`src/rtl/cd_cfg_pkg.sv`:
```
// Shared types and lookup tables for the clock-divider configuration master.
// Optional build macro used by cd_cfg_master: CD_CFG_AUTO_APPLY_EN.
package cd_cfg_pkg;

    typedef enum logic [2:0] {
        ST_IDLE    = 3'd0,
        ST_WR_VGA  = 3'd1,
        ST_WR_UART = 3'd2,
        ST_DONE    = 3'd3,
        ST_ERR     = 3'd4
    } cfg_state_e;

    localparam logic [7:0] DEF_ADDR_VGA  = 8'h01;
    localparam logic [7:0] DEF_ADDR_UART = 8'h02;

    // VGA pixel-clock divider limit per resolution select.
    function automatic logic [15:0] res_limit(input logic [1:0] idx);
        case (idx)
            2'd0:    res_limit = 16'd1;
            2'd1:    res_limit = 16'd0;
            2'd2:    res_limit = 16'd3;
            2'd3:    res_limit = 16'd7;
            default: res_limit = 16'd1;
        endcase
    endfunction

    // UART 16x oversampling divider limit at 100 MHz: 9600/19200/57600/115200 baud.
    function automatic logic [15:0] baud_limit(input logic [1:0] idx);
        case (idx)
            2'd0:    baud_limit = 16'd650;
            2'd1:    baud_limit = 16'd325;
            2'd2:    baud_limit = 16'd108;
            2'd3:    baud_limit = 16'd53;
            default: baud_limit = 16'd650;
        endcase
    endfunction

    function automatic logic is_write_state(input cfg_state_e s);
        is_write_state = (s == ST_WR_VGA) || (s == ST_WR_UART);
    endfunction

    function automatic logic is_busy_state(input cfg_state_e s);
        is_busy_state = (s == ST_WR_VGA) || (s == ST_WR_UART) || (s == ST_DONE);
    endfunction

endpackage

```
`src/rtl/cd_cfg_timeout.sv`:
```
// Write-acceptance wait counter; o_expired flags the last allowed stall cycle.
module cd_cfg_timeout #(
    parameter int unsigned TIMEOUT_CYCLES = 1024
) (
    input  logic clk,
    input  logic rst_n,
    input  logic i_clear,
    input  logic i_count_en,
    output logic o_expired
);

    localparam int unsigned CW = (TIMEOUT_CYCLES > 1) ? $clog2(TIMEOUT_CYCLES) : 1;
    localparam logic [CW-1:0] LAST = CW'(TIMEOUT_CYCLES - 1);

    logic [CW-1:0] r_count;

    // Saturating stall counter, restarted on every write-state entry.
    always_ff @(posedge clk or negedge rst_n) begin
        if (!rst_n) begin
            r_count <= '0;
        end else if (i_clear) begin
            r_count <= '0;
        end else if (i_count_en && (r_count != LAST)) begin
            r_count <= r_count + CW'(1);
        end
    end

    assign o_expired = i_count_en && (r_count == LAST);

endmodule

```
`src/rtl/cd_cfg_master.sv`:
```
// Issues the VGA then UART divider-limit writes after reset and on every apply.
// Build macro CD_CFG_AUTO_APPLY_EN: a select change seen while idle also relaunches.
module cd_cfg_master
    import cd_cfg_pkg::*;
#(
    parameter int unsigned WIDTH_CONFIG_ADDR = 8,
    parameter int unsigned WIDTH_CONFIG_DATA = 16,
    parameter logic [WIDTH_CONFIG_ADDR-1:0] ADDR_VGA  = WIDTH_CONFIG_ADDR'(DEF_ADDR_VGA),
    parameter logic [WIDTH_CONFIG_ADDR-1:0] ADDR_UART = WIDTH_CONFIG_ADDR'(DEF_ADDR_UART),
    parameter int unsigned TIMEOUT_CYCLES = 1024
) (
    input  logic                         clk,
    input  logic                         rst_n,
    input  logic [1:0]                   sel_res,
    input  logic [1:0]                   sel_baud,
    input  logic                         apply,
    output logic [WIDTH_CONFIG_ADDR-1:0] c_addr,
    output logic [WIDTH_CONFIG_DATA-1:0] c_data,
    output logic                         c_valid,
    input  logic                         c_ready,
    output logic                         busy,
    output logic                         done,
    output logic                         err
);

    cfg_state_e r_state;
    cfg_state_e w_state_next;

    logic       r_pending;
    logic       w_pending_next;
    logic       r_armed;
    logic [1:0] r_res_q;
    logic [1:0] r_baud_q;
    logic [1:0] w_res_next;
    logic [1:0] w_baud_next;
    logic       w_err_next;
    logic       w_launch;
    logic       w_sel_changed;
    logic       w_tmo_clear;
    logic       w_tmo_count_en;
    logic       w_tmo_expired;

    logic [WIDTH_CONFIG_ADDR-1:0] r_c_addr;
    logic [WIDTH_CONFIG_DATA-1:0] r_c_data;
    logic                         r_c_valid;
    logic                         r_busy;
    logic                         r_done;
    logic                         r_err;

`ifdef CD_CFG_AUTO_APPLY_EN
    assign w_sel_changed = ((r_state == ST_IDLE) || (r_state == ST_ERR)) &&
                           ({sel_res, sel_baud} != {r_res_q, r_baud_q});
`else
    assign w_sel_changed = 1'b0;
`endif

    assign w_pending_next = apply | w_sel_changed | (r_pending & ~w_launch);
    assign w_tmo_clear    = (w_state_next != r_state);
    assign w_tmo_count_en = is_write_state(r_state) && !c_ready;

    cd_cfg_timeout #(
        .TIMEOUT_CYCLES(TIMEOUT_CYCLES)
    ) u_timeout (
        .clk        (clk),
        .rst_n      (rst_n),
        .i_clear    (w_tmo_clear),
        .i_count_en (w_tmo_count_en),
        .o_expired  (w_tmo_expired)
    );

    // Next-state, latched selects and error flag.
    always_comb begin
        w_state_next = r_state;
        w_res_next   = r_res_q;
        w_baud_next  = r_baud_q;
        w_err_next   = r_err;
        w_launch     = 1'b0;
        case (r_state)
            ST_IDLE, ST_ERR: begin
                if (r_pending && r_armed) begin
                    w_launch     = 1'b1;
                    w_res_next   = sel_res;
                    w_baud_next  = sel_baud;
                    w_err_next   = 1'b0;
                    w_state_next = ST_WR_VGA;
                end else begin
                    w_state_next = r_state;
                end
            end
            ST_WR_VGA: begin
                if (c_ready) begin
                    w_state_next = ST_WR_UART;
                end else if (w_tmo_expired) begin
                    w_state_next = ST_ERR;
                    w_err_next   = 1'b1;
                end else begin
                    w_state_next = ST_WR_VGA;
                end
            end
            ST_WR_UART: begin
                if (c_ready) begin
                    w_state_next = ST_DONE;
                end else if (w_tmo_expired) begin
                    w_state_next = ST_ERR;
                    w_err_next   = 1'b1;
                end else begin
                    w_state_next = ST_WR_UART;
                end
            end
            ST_DONE: begin
                w_state_next = ST_IDLE;
            end
            default: begin
                w_state_next = ST_IDLE;
            end
        endcase
    end

    // State, pending flag and latched selects; r_armed gives one settle cycle after reset release.
    always_ff @(posedge clk or negedge rst_n) begin
        if (!rst_n) begin
            r_state   <= ST_IDLE;
            r_pending <= 1'b1;
            r_armed   <= 1'b0;
            r_res_q   <= 2'd0;
            r_baud_q  <= 2'd0;
        end else begin
            r_state   <= w_state_next;
            r_pending <= w_pending_next;
            r_armed   <= 1'b1;
            r_res_q   <= w_res_next;
            r_baud_q  <= w_baud_next;
        end
    end

    // Outputs are registered from the next state so they line up with r_state.
    always_ff @(posedge clk or negedge rst_n) begin
        if (!rst_n) begin
            r_c_valid <= 1'b0;
            r_busy    <= 1'b0;
            r_done    <= 1'b0;
            r_err     <= 1'b0;
            r_c_addr  <= '0;
            r_c_data  <= '0;
        end else begin
            r_c_valid <= is_write_state(w_state_next);
            r_busy    <= is_busy_state(w_state_next);
            r_done    <= (w_state_next == ST_DONE);
            r_err     <= w_err_next;
            if (w_state_next == ST_WR_VGA) begin
                r_c_addr <= ADDR_VGA;
                r_c_data <= WIDTH_CONFIG_DATA'(res_limit(w_res_next));
            end else if (w_state_next == ST_WR_UART) begin
                r_c_addr <= ADDR_UART;
                r_c_data <= WIDTH_CONFIG_DATA'(baud_limit(w_baud_next));
            end else begin
                r_c_addr <= r_c_addr;
                r_c_data <= r_c_data;
            end
        end
    end

    assign c_addr  = r_c_addr;
    assign c_data  = r_c_data;
    assign c_valid = r_c_valid;
    assign busy    = r_busy;
    assign done    = r_done;
    assign err     = r_err;

endmodule

```
`config.mk`:
```
export PLATFORM = sky130hd
export DESIGN_NAME = cd_cfg_master
export DESIGN_NICKNAME = d
export VERILOG_FILES = /design/src/rtl/cd_cfg_pkg.sv /design/src/rtl/cd_cfg_timeout.sv /design/src/rtl/cd_cfg_master.sv
export SDC_FILE = /design/constraint.sdc
export NUM_CORES = 1
export LEC_CHECK = 0
export CAP_MARGIN = 20
export CORE_ASPECT_RATIO = 0.5
export CORE_UTILIZATION = 25
export CTS_BUF_LIST = sky130_fd_sc_hd__clkbuf_8
export CTS_CLUSTER_SIZE = 10
export DETAILED_ROUTE_END_ITERATION = 8
export HOLD_SLACK_MARGIN = 0.06
export PLACE_DENSITY = 0.45
export SLEW_MARGIN = 20
export SYNTH_ARGS = -nofsm -noshare
export SYNTH_HDL_FRONTEND = slang
export SYNTH_HIERARCHICAL = 1
export SYNTH_SLANG_ARGS = --single-unit
```
`constraint.sdc`:
```
create_clock -name clk -period 7.2 [get_ports clk]
set_input_delay 1.08 -clock clk [delete_from_list [all_inputs] [get_ports clk]]
set_output_delay 1.08 -clock clk [all_outputs]
set_load 0.03 [all_outputs]
```
# After elaboration in Yosys (flattened, before gate mapping)
# Cells that the tools add are included.
[word_totals]
register_bits = 47
output_inout_bits = 28
inputBits = 8
[op_classes]
n_eq_ne = 18
reduce_logical = 17
n_addsub = 1
bitwise_logic = 3
n_mux = 24
[op_table]
columns = ["cell", "count"]
rows = [
  ["$pmux W16 S4", 2],
  ["$mux W16", 2],
  ["$mux W10", 2],
  ["$mux W8", 2],
  ["$mux W3", 5],
  ["$add A10 B1 Y10 const B", 1],
  ["$eq A10 B10 Y1 const B", 1],
  ["$ne A10 B10 Y1 const B", 1],
  ["$eq A3 B2 Y1 const B", 3],
  ["$pmux W3 S3", 1],
  ["$eq A2 B2 Y1 const B", 4],
  ["$mux W2", 4],
  ["$eq A3 B1 Y1 const B", 2],
  ["$reduce_bool A2 Y1", 3],
  ["$mux W1", 5],
  ["$eq A2 B1 Y1 const B", 2],
  ["$logic_and A1 B1 Y1", 4],
  ["$logic_not A2 Y1", 2],
  ["$ne A2 B2 Y1 const B", 2],
  ["$reduce_and A4 Y1", 1],
  ["$reduce_or A2 Y1", 2],
  ["$eq A3 B3 Y1 const B", 1],
  ["$logic_not A3 Y1", 1],
  ["$logic_or A1 B1 Y1", 3],
  ["other kinds (7)", 7],
]

# Longest topological paths before layout
[depth]
word_depth = 10
ltp_mapped = 12
depth_no_buf = 9

# Modules after synthesis
# Netlist, hierarchy kept.
[modules_own_cells]
columns = ["mod", "area_per_inst_um2", "instances", "cells_per_inst"]
rows = [
  ["cd_cfg_master", 1191.1, 1, 104],
  ["cd_cfg_timeout", 650.6, 1, 71],
]

# Least setup slack after synthesis
# No wires, ideal clock.
[synth_path]
path_kind = "input port to flip-flop"
start = "in c_ready"
end = "reg u_timeout.r_count[0]"
cell_stages = 10
t_arrival_ps = 3185
setup_time_ps = 129
setup_slack_ps = 3886
path_buffers = 2
path_cell_list = "nor3b_1 buf_2 nand2_1 nor3_1 inv_1 a21oi_1 clkbuf_1 nor3b_1 a22oi_1 nand3_1"
[synth_between]
elab_chain_cells = 8
word_cells_on_any_way = 12
classes_between = "eq/ne (1); mux (6); reduce/logical (5)"
[synth_lines]
columns = ["element", "line_no", "source"]
rows = [
  ["start: declaration", "cd_cfg_master.sv:20", "input logic c_ready,"],
  ["$logic_not A1 Y1 (*)", "cd_cfg_master.sv:59", "assign w_tmo_count_en = is_write_state(r_state) && !c_ready;"],
  ["$logic_and A1 B1 Y1 (*)", "cd_cfg_master.sv:59", ""],
  ["$logic_and A1 B1 Y1 (*)", "cd_cfg_timeout.sv:28", "assign o_expired = i_count_en && (r_count == LAST);"],
  ["named net w_tmo_expired", "cd_cfg_master.sv:41", "logic w_tmo_expired;"],
  ["$mux W3, on equally long branches", "cd_cfg_master.sv:93, cd_cfg_master.sv:103", ""],
  ["$mux W3, on equally long branches", "cd_cfg_master.sv:91, cd_cfg_master.sv:101", ""],
  ["$pmux W3 S3 (*)", "cd_cfg_master.sv:78", "case (r_state)"],
  ["$ne A3 B3 Y1 (*)", "cd_cfg_master.sv:58", "assign w_tmo_clear = (w_state_next != r_state);"],
  ["named net w_tmo_clear", "cd_cfg_master.sv:39", "logic w_tmo_clear;"],
  ["$mux W10 or $reduce_bool A2 Y1 (tied branches)", "n/a", ""],
  ["end signal: assignment", "cd_cfg_timeout.sv:24", "r_count <= r_count + CW'(1);"],
  ["end: declaration", "cd_cfg_timeout.sv:15", "logic [CW-1:0] r_count;"],
]
# The timed path passes the listed nets; every way through them passes the cells marked *.
# A chain may end at the register's enable or synchronous reset.

# Worst setup path in the final report
[layout_path]
start = "in c_ready"
end = "reg u_timeout.r_count[1]"
[layout_between]
elab_chain_cells = 8
word_cells_on_any_way = 12
classes_between = "eq/ne (1); mux (6); reduce/logical (5)"
[layout_lines]
columns = ["element", "line_no", "source"]
rows = [
  ["$logic_not A1 Y1 (*)", "cd_cfg_master.sv:59", ""],
  ["$logic_and A1 B1 Y1 (*)", "cd_cfg_master.sv:59", ""],
  ["named net w_tmo_count_en", "cd_cfg_master.sv:40", "logic w_tmo_count_en;"],
  ["$logic_and A1 B1 Y1 (*)", "cd_cfg_timeout.sv:28", ""],
  ["named net w_tmo_expired", "cd_cfg_master.sv:41", ""],
  ["$mux W3, on equally long branches", "cd_cfg_master.sv:93, cd_cfg_master.sv:103", ""],
  ["$mux W3, on equally long branches", "cd_cfg_master.sv:91, cd_cfg_master.sv:101", ""],
  ["$pmux W3 S3 (*)", "cd_cfg_master.sv:78", ""],
  ["$ne A3 B3 Y1 (*)", "cd_cfg_master.sv:58", ""],
  ["named net w_tmo_clear", "cd_cfg_master.sv:39", ""],
  ["$mux W10 or $reduce_bool A2 Y1 (tied branches)", "n/a", ""],
]
# Marked as above.

==> impl_metrics.py <==
metrics = {
    "critical_path": {
        "worstPathRequired_ps": 7370,
        "worstPathMaxFanout": 15,
        "reg2reg_depth": 10,
        "critPathMaxStageDelay_ps": 660,
        "cp-start-kind": "input port",
        "arrival_ps": 4040,
        "endpoint_kind": "register",
        "cp_cell_sequence": "clkdlybuf4s50_1, nor3b_1, buf_4, nand2_1, nor3_1, inv_1, a21oi_2, and3b_1, a22oi_1, nand3_1",
        "path_class": "in -> reg",
        "cpMaxStageDelayCell": "nor3_1",
    },
    "power": {
        "ir_worst_vdd_uv": 97.20,
        "p_leak_nw": 0.9251,
        "p_per_area_nw_per_um2": 398.7,
        "total_power_mw": 0.8845,
    },
    "global_route": {
        "grt_use_total_pct": 10.67,
        "grt_max_degree": 35,
        "grt_pass1_vias": 1314,
        "antenna_found_initial": 0,
        "grt_pass1_wl_um": 6417,
        "grt_remaining_overflow": 0,
    },
    "cells_and_area": {
        "mostFrequentLayoutCell": "dfrtp_1",
        "fillers": 684,
        "drive_above_1_share_pct": 12.00,
        "diodes": 0,
        "finalInstanceArea_um2": 2218,
        "final_util_pct": 32.10,
        "final_cell_mix": "dfrtp_1 (33), clkdlybuf4s50_1 (23), conb_1 (13), nand2_1 (11), inv_1 (10)",
        "final_nets": 212,
        "syn_to_final_growth_pct": 20.45,
    },
    "die": {
        "num_rows": 21,
        "dieWidth_um": 123.4,
        "ios": 36,
        "start_util_pct": 26.65,
        "die_h_um": 62.69,
        "coreArea_um2": 6910,
        "die_area_um2": 7735,
    },
    "clocking": {
        "htreeDepth": 2,
        "clock_tree.buffer_depth": 2,
        "cts.sinks": 34,
        "cts.reportedPaths.clkPinSlew_ps": 70,
        "cts_setup_buffers": 0,
        "tritoncts": "built",
        "ctsResizeCount": 0,
        "postCtsHoldBufs": 0,
        "insertion_delay_ps": 290,
        "cts_made_buffers": 5,
        "clock-root-buffer": "clkbuf_8",
    },
    "logic_synthesis": {
        "ys_ff_latch": 34,
        "synth.largest_area_cell": "dfrtp_1",
        "syn_inst": 175,
        "yosysUniqueCellTypes": 53,
        "synth_top_area_share_pct": 44.84,
        "synthTopCellsByArea": "dfrtp_1 (45%), buf_4 (5.3%), ha_1 (3.4%), a22o_1 (2.9%), nand2_1 (2.2%)",
        "seq_area_frac_synth_pct": 46.26,
        "synth_warnings": 6,
        "synthArstFlopShare_pct": 100.0,
        "avgSynthCellArea_um2": 10.52,
        "ys.flop_type": "dfrtp_1",
        "synth_edf_count": 0,
        "synthesis.area_um2": 1842,
    },
    "place": {
        "placed_area_um2": 2105,
        "port_buffers": 23,
        "dp.final_hpwl_um": 2562,
        "gp_congestion": 0.7165,
    },
    "sta": {
        "skew_ps": 7.220,
        "whs_ps": 496.9,
        "setup_tns_ps": 0,
        "relSlewSlack_pct": 47.44,
        "setup_viol": 0,
        "max_freq_ghz": 0.2584,
        "worstMarginPinSlew_ps": 782.4,
        "rsz0062_at_grt": "no",
        "period_minus_slack_ps": 3869,
        "period_share_pct": 53.74,
        "finalHoldViolCount": 0,
        "maxSlewViolCount": 0,
    },
    "detailed_routing": {
        "dr.pass1.iters": 4,
        "drc_errors": 0,
        "drtAntennaViolNets": 0,
        "wirelength_um": 3585,
        "avgRoutedWirePerCell_um": 12.28,
        "first_iter_violations": 69,
        "via_per_inst": 4.610,
        "num_vias": 1346,
    },
    "worst_hold_path": {
        "min_path_cells": 1,
        "min_path_type": "reg -> reg",
    },
    "status": {
        "status": "finished clean",
    },
    "run": {
        "max_cap_violations": 0,
    },
}
## final cells by class
cell class	count	area, um^2	area share, %
well taps	92	115.1	5.189
inverters	11	46.29	2.087
repair buffers	25	245.2	11.05
flip-flops and latches	34	852.1	38.41
multi-input cells	122	849.6	38.30
clock buffers	8	110.1	4.963
## cells by family after synthesis
family          after synthesis  synth area share, %
compound gates               38                16.37
mux                           6                3.736
buf+inv                      30                10.05
simple gates                 59                19.29
fa+ha+maj                     5                3.397
other cells                   2               0.4078
xor+xnor                      1               0.4756
flops                        34                46.26
## metrics by stage
step | setup slack (ps) | cells
after floorplan | 3886 | 186
after global placement | 3012 | 284
after detailed placement | 2842 | 284
after CTS | 3136 | 292
after global routing | 3031 | 292
final | 3331 | 292
## routing by layer
metal	track usage [%]	up-vias	routed length, um
met5	0	-	0
met4	4.970	0	62
met2	15.43	33	1655
met3	2.464	5	108
li1	-	652	-
met1	14.91	656	1759
## worst max-delay path, delay by kind of cell
| family | cells | cell delay, ps |
|---|---|---|
| compound gates | 2 | 750 |
| simple gates | 5 | 1340 |
| buf+inv | 3 | 860 |
## state kept, by name, summed over array words and instances (netlist names), 2 cells and up
register	flops
c_addr	2
c_data	9
r_baud_q	2
r_res_q	2
r_state	3
u_timeout/r_count	10
## path summary, 6_finish.rpt
| path | start | end | slack, ps |
|---|---|---|---|
| worst max-delay path | c_ready | u_timeout/r_count[1]$_DFFE_PN0P_ | 3330 |
| worst min-delay path | c_data[2]$_DFFE_PN0P_ | c_data[2]$_DFFE_PN0P_ | 500 |
| worst max register to register | r_state[0]$_DFF_PN0_ | u_timeout/r_count[1]$_DFFE_PN0P_ | 3990 |
| worst min register to register | c_data[2]$_DFFE_PN0P_ | c_data[2]$_DFFE_PN0P_ | 500 |
| max in group asynchronous | rst_n | r_pending$_DFF_PN1_ | 5670 |
| min in group asynchronous | rst_n | u_timeout/r_count[1]$_DFFE_PN0P_ | 1200 |
## synth_stat cells, drive strengths merged (2+ instances only)
| master | count |
|---|---|
| dfrtp | 33 |
| buf | 18 |
| nand2 | 11 |
| inv | 10 |
| nand3 | 8 |
| a21oi | 7 |
| nor2 | 7 |
| a22o | 6 |
| nor2b | 6 |
| a211oi | 5 |
| ha | 5 |
| mux2 | 4 |
| nand4 | 4 |
| o21a | 4 |
| o21ai | 4 |
| nand3b | 3 |
| nor3 | 3 |
| nor3b | 3 |
| a22oi | 2 |
| conb | 2 |
| mux2i | 2 |
| nand2b | 2 |
| nor4 | 2 |
| o221a | 2 |
## power by group
group / total (mW) / internal (mW) / switching (mW)
Sequential: 0.298 / 0.254 / 0.0442
Clock: 0.164 / 0.0965 / 0.0675
Combinational: 0.422 / 0.179 / 0.244
Total: 0.885 / 0.529 / 0.355
(Power assumes the default switching activity.)
